<file path="src/rtl/wbc_rr_arbiter_pkg.sv">
// Shared definitions for the control-bus round-robin arbiter.
// Master indices, FSM encoding and watchdog/timeout counter width.
package wbc_rr_arbiter_pkg;

    localparam int M_PCI  = 0;
    localparam int M_TURF = 1;
    localparam int M_HK   = 2;
    localparam int M_VIO  = 3;

    localparam int WD_W = 16;

    typedef enum logic [1:0] {
        ST_IDLE  = 2'd0,
        ST_BUSY  = 2'd1,
        ST_TOUT  = 2'd2,
        ST_DRAIN = 2'd3
    } arb_state_t;

    function automatic logic [WD_W-1:0] sat_inc(input logic [WD_W-1:0] v);
        return (&v) ? v : v + 1'b1;
    endfunction

endpackage

</file>
<file path="src/rtl/wbc_rr_arbiter_if.sv">
// Control WISHBONE bundle: per-master request side plus the single decoder-facing side.
// 'slave' is the arbiter's view (slave to the masters); 'master' is the environment's view.
interface wbc_rr_arbiter_if #(
    parameter int NM = 4,
    parameter int AW = 20,
    parameter int DW = 32
);
    logic [NM-1:0]        m_cyc_i;
    logic [NM-1:0]        m_stb_i;
    logic [NM-1:0]        m_we_i;
    logic [NM*AW-1:0]     m_adr_i;
    logic [NM*DW-1:0]     m_dat_i;
    logic [NM*DW/8-1:0]   m_sel_i;
    logic [DW-1:0]        m_dat_o;
    logic [NM-1:0]        m_ack_o;
    logic [NM-1:0]        m_err_o;
    logic [NM-1:0]        m_rty_o;

    logic                 s_cyc_o;
    logic                 s_stb_o;
    logic                 s_we_o;
    logic [AW-1:0]        s_adr_o;
    logic [DW-1:0]        s_dat_o;
    logic [DW/8-1:0]      s_sel_o;
    logic [DW-1:0]        s_dat_i;
    logic                 s_ack_i;
    logic                 s_err_i;
    logic                 s_rty_i;

    modport slave (
        input  m_cyc_i, m_stb_i, m_we_i, m_adr_i, m_dat_i, m_sel_i,
        output m_dat_o, m_ack_o, m_err_o, m_rty_o,
        output s_cyc_o, s_stb_o, s_we_o, s_adr_o, s_dat_o, s_sel_o,
        input  s_dat_i, s_ack_i, s_err_i, s_rty_i
    );

    modport master (
        output m_cyc_i, m_stb_i, m_we_i, m_adr_i, m_dat_i, m_sel_i,
        input  m_dat_o, m_ack_o, m_err_o, m_rty_o,
        input  s_cyc_o, s_stb_o, s_we_o, s_adr_o, s_dat_o, s_sel_o,
        output s_dat_i, s_ack_i, s_err_i, s_rty_i
    );
endinterface

</file>
<file path="src/rtl/wbc_rr_arbiter_rr_pick.sv">
// Round-robin priority selector: first requester scanning upward from (last+1) with wrap.
// Purely combinational, one-hot result, zero when nothing requests.
module wbc_rr_arbiter_rr_pick #(
    parameter int NM = 4,
    parameter int LW = (NM > 1) ? $clog2(NM) : 1
) (
    input  logic [NM-1:0] i_req,
    input  logic [LW-1:0] i_last,
    output logic [NM-1:0] o_gnt
);

    logic          w_found;
    logic [LW-1:0] w_idx;

    always_comb begin
        o_gnt   = '0;
        w_found = 1'b0;
        w_idx   = '0;
        // i = NM wraps back to the last owner itself, so it is considered last.
        for (int i = 1; i <= NM; i++) begin
            w_idx = LW'((int'(i_last) + i) % NM);
            if (!w_found && i_req[w_idx]) begin
                o_gnt[w_idx] = 1'b1;
                w_found      = 1'b1;
            end
        end
    end

endmodule

</file>
<file path="src/rtl/wbc_rr_arbiter.sv">
// Round-robin arbiter sharing the control WISHBONE bus between PCI, TURF, HK and VIO masters.
// Grant one cycle after CYC, data path pass-through; watchdog forces ERR on stalled strobes.
module wbc_rr_arbiter
    import wbc_rr_arbiter_pkg::*;
#(
    parameter int NM      = 4,
    parameter int AW      = 20,
    parameter int DW      = 32,
    parameter int TIMEOUT = 255
) (
    input  logic             clk_i,
    input  logic             rst_n_i,
    wbc_rr_arbiter_if.slave  wb,
    input  logic [NM-1:0]    mask_i,
    output logic [NM-1:0]    grant_o,
    output logic [WD_W-1:0]  timeout_cnt_o
);

    localparam int LW = (NM > 1) ? $clog2(NM) : 1;
    localparam int SW = DW / 8;

    arb_state_t      r_state, w_state, w_state_nxt;
    logic [NM-1:0]   r_grant, w_grant_nxt;
    logic [LW-1:0]   r_gidx, w_gidx_nxt;
    logic [LW-1:0]   r_last, w_last_nxt;
    logic [WD_W-1:0] r_wd, w_wd_nxt;
    logic [WD_W-1:0] r_tcnt, w_tcnt_nxt;

    logic [NM-1:0]   w_req;
    logic [NM-1:0]   w_pick;
    logic [LW-1:0]   w_pick_idx;
    logic            w_cyc_g;
    logic            w_stb_g;
    logic            w_resp;
    logic            w_tout_hit;

    logic            w_s_cyc, w_s_stb, w_s_we;
    logic [AW-1:0]   w_s_adr;
    logic [DW-1:0]   w_s_dat;
    logic [SW-1:0]   w_s_sel;
    logic [DW-1:0]   w_m_dat;
    logic [NM-1:0]   w_m_ack, w_m_err, w_m_rty;

    assign w_req = wb.m_cyc_i & ~mask_i;

    wbc_rr_arbiter_rr_pick #(.NM(NM), .LW(LW)) u_pick (
        .i_req  (w_req),
        .i_last (r_last),
        .o_gnt  (w_pick)
    );

    always_comb begin
        w_pick_idx = '0;
        for (int i = 0; i < NM; i++) begin
            if (w_pick[i]) w_pick_idx = LW'(i);
        end
    end

    assign w_cyc_g = wb.m_cyc_i[r_gidx];
    assign w_stb_g = wb.m_stb_i[r_gidx];
    assign w_resp  = wb.s_ack_i | wb.s_err_i | wb.s_rty_i;

    // The timeout cycle is a BUSY cycle promoted to TOUT; a same-cycle slave response wins.
    assign w_tout_hit = (r_state == ST_BUSY) && w_cyc_g && w_stb_g && !w_resp &&
                        (r_wd == WD_W'(TIMEOUT));
    assign w_state    = w_tout_hit ? ST_TOUT : r_state;

    always_comb begin
        w_state_nxt = r_state;
        w_grant_nxt = r_grant;
        w_gidx_nxt  = r_gidx;
        w_last_nxt  = r_last;
        w_wd_nxt    = '0;
        w_tcnt_nxt  = r_tcnt;
        w_s_cyc     = 1'b0;
        w_s_stb     = 1'b0;
        w_s_we      = 1'b0;
        w_s_adr     = '0;
        w_s_dat     = '0;
        w_s_sel     = '0;
        w_m_dat     = '0;
        w_m_ack     = '0;
        w_m_err     = '0;
        w_m_rty     = '0;

        case (w_state)
            ST_IDLE: begin
                if (|w_req) begin
                    w_grant_nxt = w_pick;
                    w_gidx_nxt  = w_pick_idx;
                    w_state_nxt = ST_BUSY;
                end
            end

            ST_BUSY: begin
                w_s_cyc          = w_cyc_g;
                w_s_stb          = w_stb_g;
                w_s_we           = wb.m_we_i[r_gidx];
                w_s_adr          = wb.m_adr_i[int'(r_gidx)*AW +: AW];
                w_s_dat          = wb.m_dat_i[int'(r_gidx)*DW +: DW];
                w_s_sel          = wb.m_sel_i[int'(r_gidx)*SW +: SW];
                w_m_dat          = wb.s_dat_i;
                w_m_ack[r_gidx]  = wb.s_ack_i;
                w_m_err[r_gidx]  = wb.s_err_i;
                w_m_rty[r_gidx]  = wb.s_rty_i;
                w_wd_nxt         = (w_resp || !w_stb_g) ? '0 : r_wd + 1'b1;
                if (!w_cyc_g) begin
                    w_last_nxt  = r_gidx;
                    w_grant_nxt = '0;
                    w_wd_nxt    = '0;
                    w_state_nxt = ST_IDLE;
                end
            end

            ST_TOUT: begin
                w_m_err[r_gidx] = 1'b1;
                w_tcnt_nxt      = sat_inc(r_tcnt);
                w_state_nxt     = ST_DRAIN;
            end

            ST_DRAIN: begin
                if (!w_cyc_g) begin
                    w_last_nxt  = r_gidx;
                    w_grant_nxt = '0;
                    w_state_nxt = ST_IDLE;
                end
            end

            default: w_state_nxt = ST_IDLE;
        endcase
    end

    always_ff @(posedge clk_i) begin
        if (!rst_n_i) begin
            r_state <= ST_IDLE;
            r_grant <= '0;
            r_gidx  <= '0;
            r_last  <= LW'(NM - 1);
            r_wd    <= '0;
            r_tcnt  <= '0;
        end else begin
            r_state <= w_state_nxt;
            r_grant <= w_grant_nxt;
            r_gidx  <= w_gidx_nxt;
            r_last  <= w_last_nxt;
            r_wd    <= w_wd_nxt;
            r_tcnt  <= w_tcnt_nxt;
        end
    end

    assign wb.s_cyc_o    = w_s_cyc;
    assign wb.s_stb_o    = w_s_stb;
    assign wb.s_we_o     = w_s_we;
    assign wb.s_adr_o    = w_s_adr;
    assign wb.s_dat_o    = w_s_dat;
    assign wb.s_sel_o    = w_s_sel;
    assign wb.m_dat_o    = w_m_dat;
    assign wb.m_ack_o    = w_m_ack;
    assign wb.m_err_o    = w_m_err;
    assign wb.m_rty_o    = w_m_rty;
    assign grant_o       = r_grant;
    assign timeout_cnt_o = r_tcnt;

endmodule

</file>
<file path="src/flat_wrapper.sv">
// flat-port wrapper written by rule: the top's interface ports become plain ports
module wbc_rr_arbiter_flat import wbc_rr_arbiter_pkg::*;
#(
    parameter int NM      = 4,
    parameter int AW      = 20,
    parameter int DW      = 32,
    parameter int TIMEOUT = 255
)
  (clk_i, rst_n_i, mask_i, grant_o, timeout_cnt_o, wb_m_cyc_i, wb_m_stb_i, wb_m_we_i, wb_m_adr_i, wb_m_dat_i, wb_m_sel_i, wb_m_dat_o, wb_m_ack_o, wb_m_err_o, wb_m_rty_o, wb_s_cyc_o, wb_s_stb_o, wb_s_we_o, wb_s_adr_o, wb_s_dat_o, wb_s_sel_o, wb_s_dat_i, wb_s_ack_i, wb_s_err_i, wb_s_rty_i);
  wbc_rr_arbiter_if #(.NM(NM), .AW(AW), .DW(DW)) wb_i ();
  input  logic clk_i;
  input  logic rst_n_i;
  input  logic [NM-1:0] mask_i;
  output logic [NM-1:0] grant_o;
  output logic [WD_W-1:0] timeout_cnt_o;
  input wire logic [$bits(wb_i.m_cyc_i)-1:0] wb_m_cyc_i;
  input wire logic [$bits(wb_i.m_stb_i)-1:0] wb_m_stb_i;
  input wire logic [$bits(wb_i.m_we_i)-1:0] wb_m_we_i;
  input wire logic [$bits(wb_i.m_adr_i)-1:0] wb_m_adr_i;
  input wire logic [$bits(wb_i.m_dat_i)-1:0] wb_m_dat_i;
  input wire logic [$bits(wb_i.m_sel_i)-1:0] wb_m_sel_i;
  output wire logic [$bits(wb_i.m_dat_o)-1:0] wb_m_dat_o;
  output wire logic [$bits(wb_i.m_ack_o)-1:0] wb_m_ack_o;
  output wire logic [$bits(wb_i.m_err_o)-1:0] wb_m_err_o;
  output wire logic [$bits(wb_i.m_rty_o)-1:0] wb_m_rty_o;
  output wire logic [$bits(wb_i.s_cyc_o)-1:0] wb_s_cyc_o;
  output wire logic [$bits(wb_i.s_stb_o)-1:0] wb_s_stb_o;
  output wire logic [$bits(wb_i.s_we_o)-1:0] wb_s_we_o;
  output wire logic [$bits(wb_i.s_adr_o)-1:0] wb_s_adr_o;
  output wire logic [$bits(wb_i.s_dat_o)-1:0] wb_s_dat_o;
  output wire logic [$bits(wb_i.s_sel_o)-1:0] wb_s_sel_o;
  input wire logic [$bits(wb_i.s_dat_i)-1:0] wb_s_dat_i;
  input wire logic [$bits(wb_i.s_ack_i)-1:0] wb_s_ack_i;
  input wire logic [$bits(wb_i.s_err_i)-1:0] wb_s_err_i;
  input wire logic [$bits(wb_i.s_rty_i)-1:0] wb_s_rty_i;
  assign wb_i.m_cyc_i = wb_m_cyc_i;
  assign wb_i.m_stb_i = wb_m_stb_i;
  assign wb_i.m_we_i = wb_m_we_i;
  assign wb_i.m_adr_i = wb_m_adr_i;
  assign wb_i.m_dat_i = wb_m_dat_i;
  assign wb_i.m_sel_i = wb_m_sel_i;
  assign wb_m_dat_o = wb_i.m_dat_o;
  assign wb_m_ack_o = wb_i.m_ack_o;
  assign wb_m_err_o = wb_i.m_err_o;
  assign wb_m_rty_o = wb_i.m_rty_o;
  assign wb_s_cyc_o = wb_i.s_cyc_o;
  assign wb_s_stb_o = wb_i.s_stb_o;
  assign wb_s_we_o = wb_i.s_we_o;
  assign wb_s_adr_o = wb_i.s_adr_o;
  assign wb_s_dat_o = wb_i.s_dat_o;
  assign wb_s_sel_o = wb_i.s_sel_o;
  assign wb_i.s_dat_i = wb_s_dat_i;
  assign wb_i.s_ack_i = wb_s_ack_i;
  assign wb_i.s_err_i = wb_s_err_i;
  assign wb_i.s_rty_i = wb_s_rty_i;
  wbc_rr_arbiter #(.NM(NM), .AW(AW), .DW(DW), .TIMEOUT(TIMEOUT)) u_core (.clk_i(clk_i), .rst_n_i(rst_n_i), .wb(wb_i), .mask_i(mask_i), .grant_o(grant_o), .timeout_cnt_o(timeout_cnt_o));
endmodule
</file>
<file path="config.mk">
export PLATFORM = sky130hd
export DESIGN_NAME = wbc_rr_arbiter_flat
export DESIGN_NICKNAME = d
export VERILOG_FILES = /design/src/rtl/wbc_rr_arbiter_pkg.sv /design/src/rtl/wbc_rr_arbiter_if.sv /design/src/rtl/wbc_rr_arbiter_rr_pick.sv /design/src/rtl/wbc_rr_arbiter.sv /design/src/flat_wrapper.sv
export SDC_FILE = /design/constraint.sdc
export NUM_CORES = 1
export LEC_CHECK = 0
export ABC_CLOCK_PERIOD_IN_PS = 2550
export CAP_MARGIN = 20
export CORE_AREA = 4 4 154 156
export DETAILED_ROUTE_END_ITERATION = 10
export DIE_AREA = 0 0 158 160
export HOLD_SLACK_MARGIN = 0.05
export PLACE_DENSITY = 0.66
export SKIP_CTS_REPAIR_TIMING = 1
export SYNTH_ARGS = -nofsm -noshare
export SYNTH_HDL_FRONTEND = slang
export SYNTH_SLANG_ARGS = --single-unit
</file>
<file path="constraint.sdc">
create_clock -name clk_i -period 2.55 [get_ports clk_i]
set_input_delay 0.3825 -clock clk_i [delete_from_list [all_inputs] [get_ports clk_i]]
set_output_delay 0.3825 -clock clk_i [all_outputs]
set_load 0.05 [all_outputs]
</file>
==> run_results.csv <==
group,metric,value,unit
setup_path,required,2.17,ns
clocking,tritoncts,"built",
sta,tightest_slew,0.7861,ns
placed_design,port_buffers,399,
yosys,synth_top_flop_cell,"dfxtp_1",
min_path,min_path_type,"reg2reg",
power_and_ir_drop,swShare,38.99,%
outcome,run_status,"complete, but fails checks",
power_and_ir_drop,seqPwrFrac,14.5,%
setup_path,cp_slowest_cell,"or4_4",
yosys,ys_warn_count,0,
layout,area_growth_syn_to_layout,150.5,%
yosys,postSynthCellCount,459,
yosys,avgSynthCellArea,9.740,sq um
setup_path,r2r_start,"u_core.r_state[1]",
yosys,synth_edf_count,0,
flow_run,cap_violations,0,
sta,final.setup_skew,0.006049,ns
grt,grt_pass1_vias,5554,
placed_design,place.gp.congestion,0.9868,
yosys,syn-cell-area,4471,sq um
die,std_cell_rows,55,
sta,hold_violations,0,
routing,drt_pass1_iterations,4,
layout,instances_no_fill,1191,
outcome,violations,"setup timing",
setup_path,ff2ff_setup_slack,-0.18,ns
layout,nNetsFinal,1192,
yosys,synth_nets,750,
clocking,clock-sinks,42,
grt,grt_use_total,18.84,%
sta,hold_ws,0.4724,ns
die,start_util,19.99,%
setup_path,start_kind,"flip-flop",
placed_design,placedCellCount,1170,
routing,drt-vias-per-instance,4.656,
clocking,clock-root-buffer,"clkbuf_16",
grt,grt_antenna_before_repair,8,
power_and_ir_drop,combPwrFrac,73.2,%
setup_path,endpoint_kind,"output pin",
routing,routed_wirelength,26.27,mm
die,fp.coreArea,22370,sq um
routing,drc_errors,0,
setup_path,cp_cell_sequence,"or4_4 > nor4_4 > nand3_4 > nor2_2 > or2_4 > inv_4 > ha_4 > or2_4 > buf_12 > nor2_4 > buf_12",
setup_path,r2r_cells,11,
clocking,clk_latency,0.28,ns
setup_path,crit_path_max_incr_delay,0.54,ns
layout,fin_area,11200,sq um
setup_path,r2r_end,"u_core.timeout_cnt_o[15]",
min_path,hold-path-cell-count,1,
routing,vias,5545,
routing,wl_per_cell,22.06,um
clocking,cts_buffers,5,
clocking,htreeDepth,2,
placed_design,dp_hpwl,22.05,mm
die,io_pins,400,
yosys,yosysTopAreaCellShare,31.23,%
yosys,yosys-top-cells-count,"and2_1 (93), mux4_2 (62), nor2_1 (51), dfxtp_1 (42), nand2_1 (24)",
power_and_ir_drop,p_switching,1895,uW
routing,ant_nets,0,
min_path,hold_end,"u_core.grant_o[3]",
sta,grt_setup_unrepaired,"yes",
sta,max_slew_margin,47.59,%
die,die_w,158,um
grt,grt_start_max_net_pins,42,
sta,fin_ws,-0.5583,ns
sta,finalMaxSlewViolations,0,
layout,drive_gt1_share,43.29,%
grt,grt_pass1_wl,36.17,mm
clocking,cts_buffer_depth,2,
yosys,synth-seq-cells,42,
placed_design,dpl_cell_area,10610,sq um
yosys,netlist.top_cell.by_area,"mux4_2",
yosys,synth.most_common_cell,"and2_1",
power_and_ir_drop,power_frac_clock,12.3,%
routing,dr.first_iter.drc_count,374,
clocking,path_clk_slew,0.06,ns
sta,fmax,321.7,MHz
sta,setup_violations,129,
power_and_ir_drop,powerDensity,433.9,nW/um^2
yosys,synth.area.top_cells,"mux4_2 (31%), dfxtp_1 (19%), and2_1 (13%)",
setup_path,crit_type,"reg2out",
power_and_ir_drop,total_power,4860,uW
power_and_ir_drop,ir_worst_vdd,0.2431,mV
grt,gr-total-overflow,0,
placed_design,place_ws,-0.7010,ns
die,dieArea,25280,sq um
power_and_ir_drop,leakagePower,0.004303,uW
sta,min_period,3.108,ns
sta,period_share,121.9,%
die,die_height,160,um
yosys,yosysUniqueCellTypes,51,
setup_path,path_max_fanout,3,
layout,nFillCells,1942,
power_and_ir_drop,internal_power,2965,uW
yosys,synthArstFlopShare,0,%
min_path,hold_path.startpoint,"u_core.grant_o[3]",
setup_path,worst_ep_arrival_time,2.73,ns
yosys,ys_seq_area_share,18.81,%
## sequential cells by signal (all words and copies together), names as in the netlist
signal and count:
u_core.r_last 2, u_core.timeout_cnt_o 16, u_core.grant_o 4, u_core.r_state 2, u_core.r_gidx 2, u_core.r_wd 16
## cell type report
| type | instances | area, sq um | area share, % |
|---|---|---|---|
| repair buffers | 464 | 5782 | 51.62 |
| multi-input cells | 381 | 4034 | 36.01 |
| flip-flops and latches | 42 | 849.6 | 7.585 |
| well taps | 285 | 356.6 | 3.184 |
| clock buffers | 7 | 132.6 | 1.184 |
| inverters | 7 | 33.78 | 0.3016 |
| diodes | 5 | 12.51 | 0.1117 |
## stage by stage
stage	utilization, %	setup TNS [ns]
floorplan	-	-7.698
global placement	47.45	-78.33
detailed placement	47.45	-83.24
CTS	48.04	-74.35
global route	50.08	-56.92
finish	50.08	-46.46
## layer usage
layer	wire, um	up-vias	GRT usage, %	part of all wire (%)
li1	-	2573	-	-
met1	10240	2688	23.55	39
met2	13190	246	32.02	50
met3	2157	32	4.797	8.2
met4	657	6	5.273	2.5
met5	28	-	0	0.11
## layout by cell type (no fill, tap or decap), types with 7 or more instances in the layout
cell type	n
and3_1	9
nand2_1	18
clkbuf_16	10
mux4_2	62
nor2_4	11
nand3_1	13
buf_4	45
clkdlybuf4s50_1	286
nand4_1	11
buf_12	114
nand2b_1	7
xor2_1	21
ha_1	11
dlymetal6s2s_1	10
nor2_1	35
dfxtp_1	39
and2_4	91
## power by group through the flow
stage | Sequential [uW] | Clock (uW) | Combinational [uW]
3_3_place_gp | 714 | 0 | 3420
5_1_grt | 705 | 638 | 3700
2_1_floorplan | 730 | 0 | 1750
4_1_cts | 700 | 615 | 3450
6_report | 703 | 599 | 3560
3_5_place_dp | 714 | 0 | 3430
## worst max-delay path: cells and delay by family, from the launching register on
| family | cells | cell delay [ns] |
|---|---|---|
| buffers and inverters | 3 | 0.33 |
| AND/OR/NAND/NOR | 7 | 1.58 |
| adder cells (fa/ha/maj) | 1 | 0.22 |
| flip-flops | 1 | 0.31 |
## kinds of logic (layout without fill, tap and decap cells)
kind of cell	after synthesis	after routing	synth area share, %
compound gates	26	26	4.282
xor+xnor	27	27	5.290
fa+ha+maj	14	14	3.918
buf+inv	36	478	3.583
flops	42	42	18.81
mux	69	69	32.83
other cells	0	5	0
simple gates	245	245	31.29
## how the worst max path moves through the flow
| stage | start | end | slack (ns) | cells past startpoint |
|---|---|---|---|---|
| after floorplan | u_core.r_gidx[0] | wb_m_err_o[0] | -0.30 | 10 |
| after global placement | wb_s_err_i | wb_m_err_o[2] | -0.67 | 14 |
| after detailed placement | wb_s_err_i | wb_m_err_o[2] | -0.70 | 14 |
| after CTS | wb_s_err_i | wb_m_err_o[2] | -0.73 | 14 |
| after global routing | u_core.r_state[1] | wb_m_err_o[2] | -0.65 | 11 |
| final | u_core.r_state[1] | wb_m_err_o[2] | -0.56 | 11 |
No activity file was read; power rests on OpenSTA's default activity.
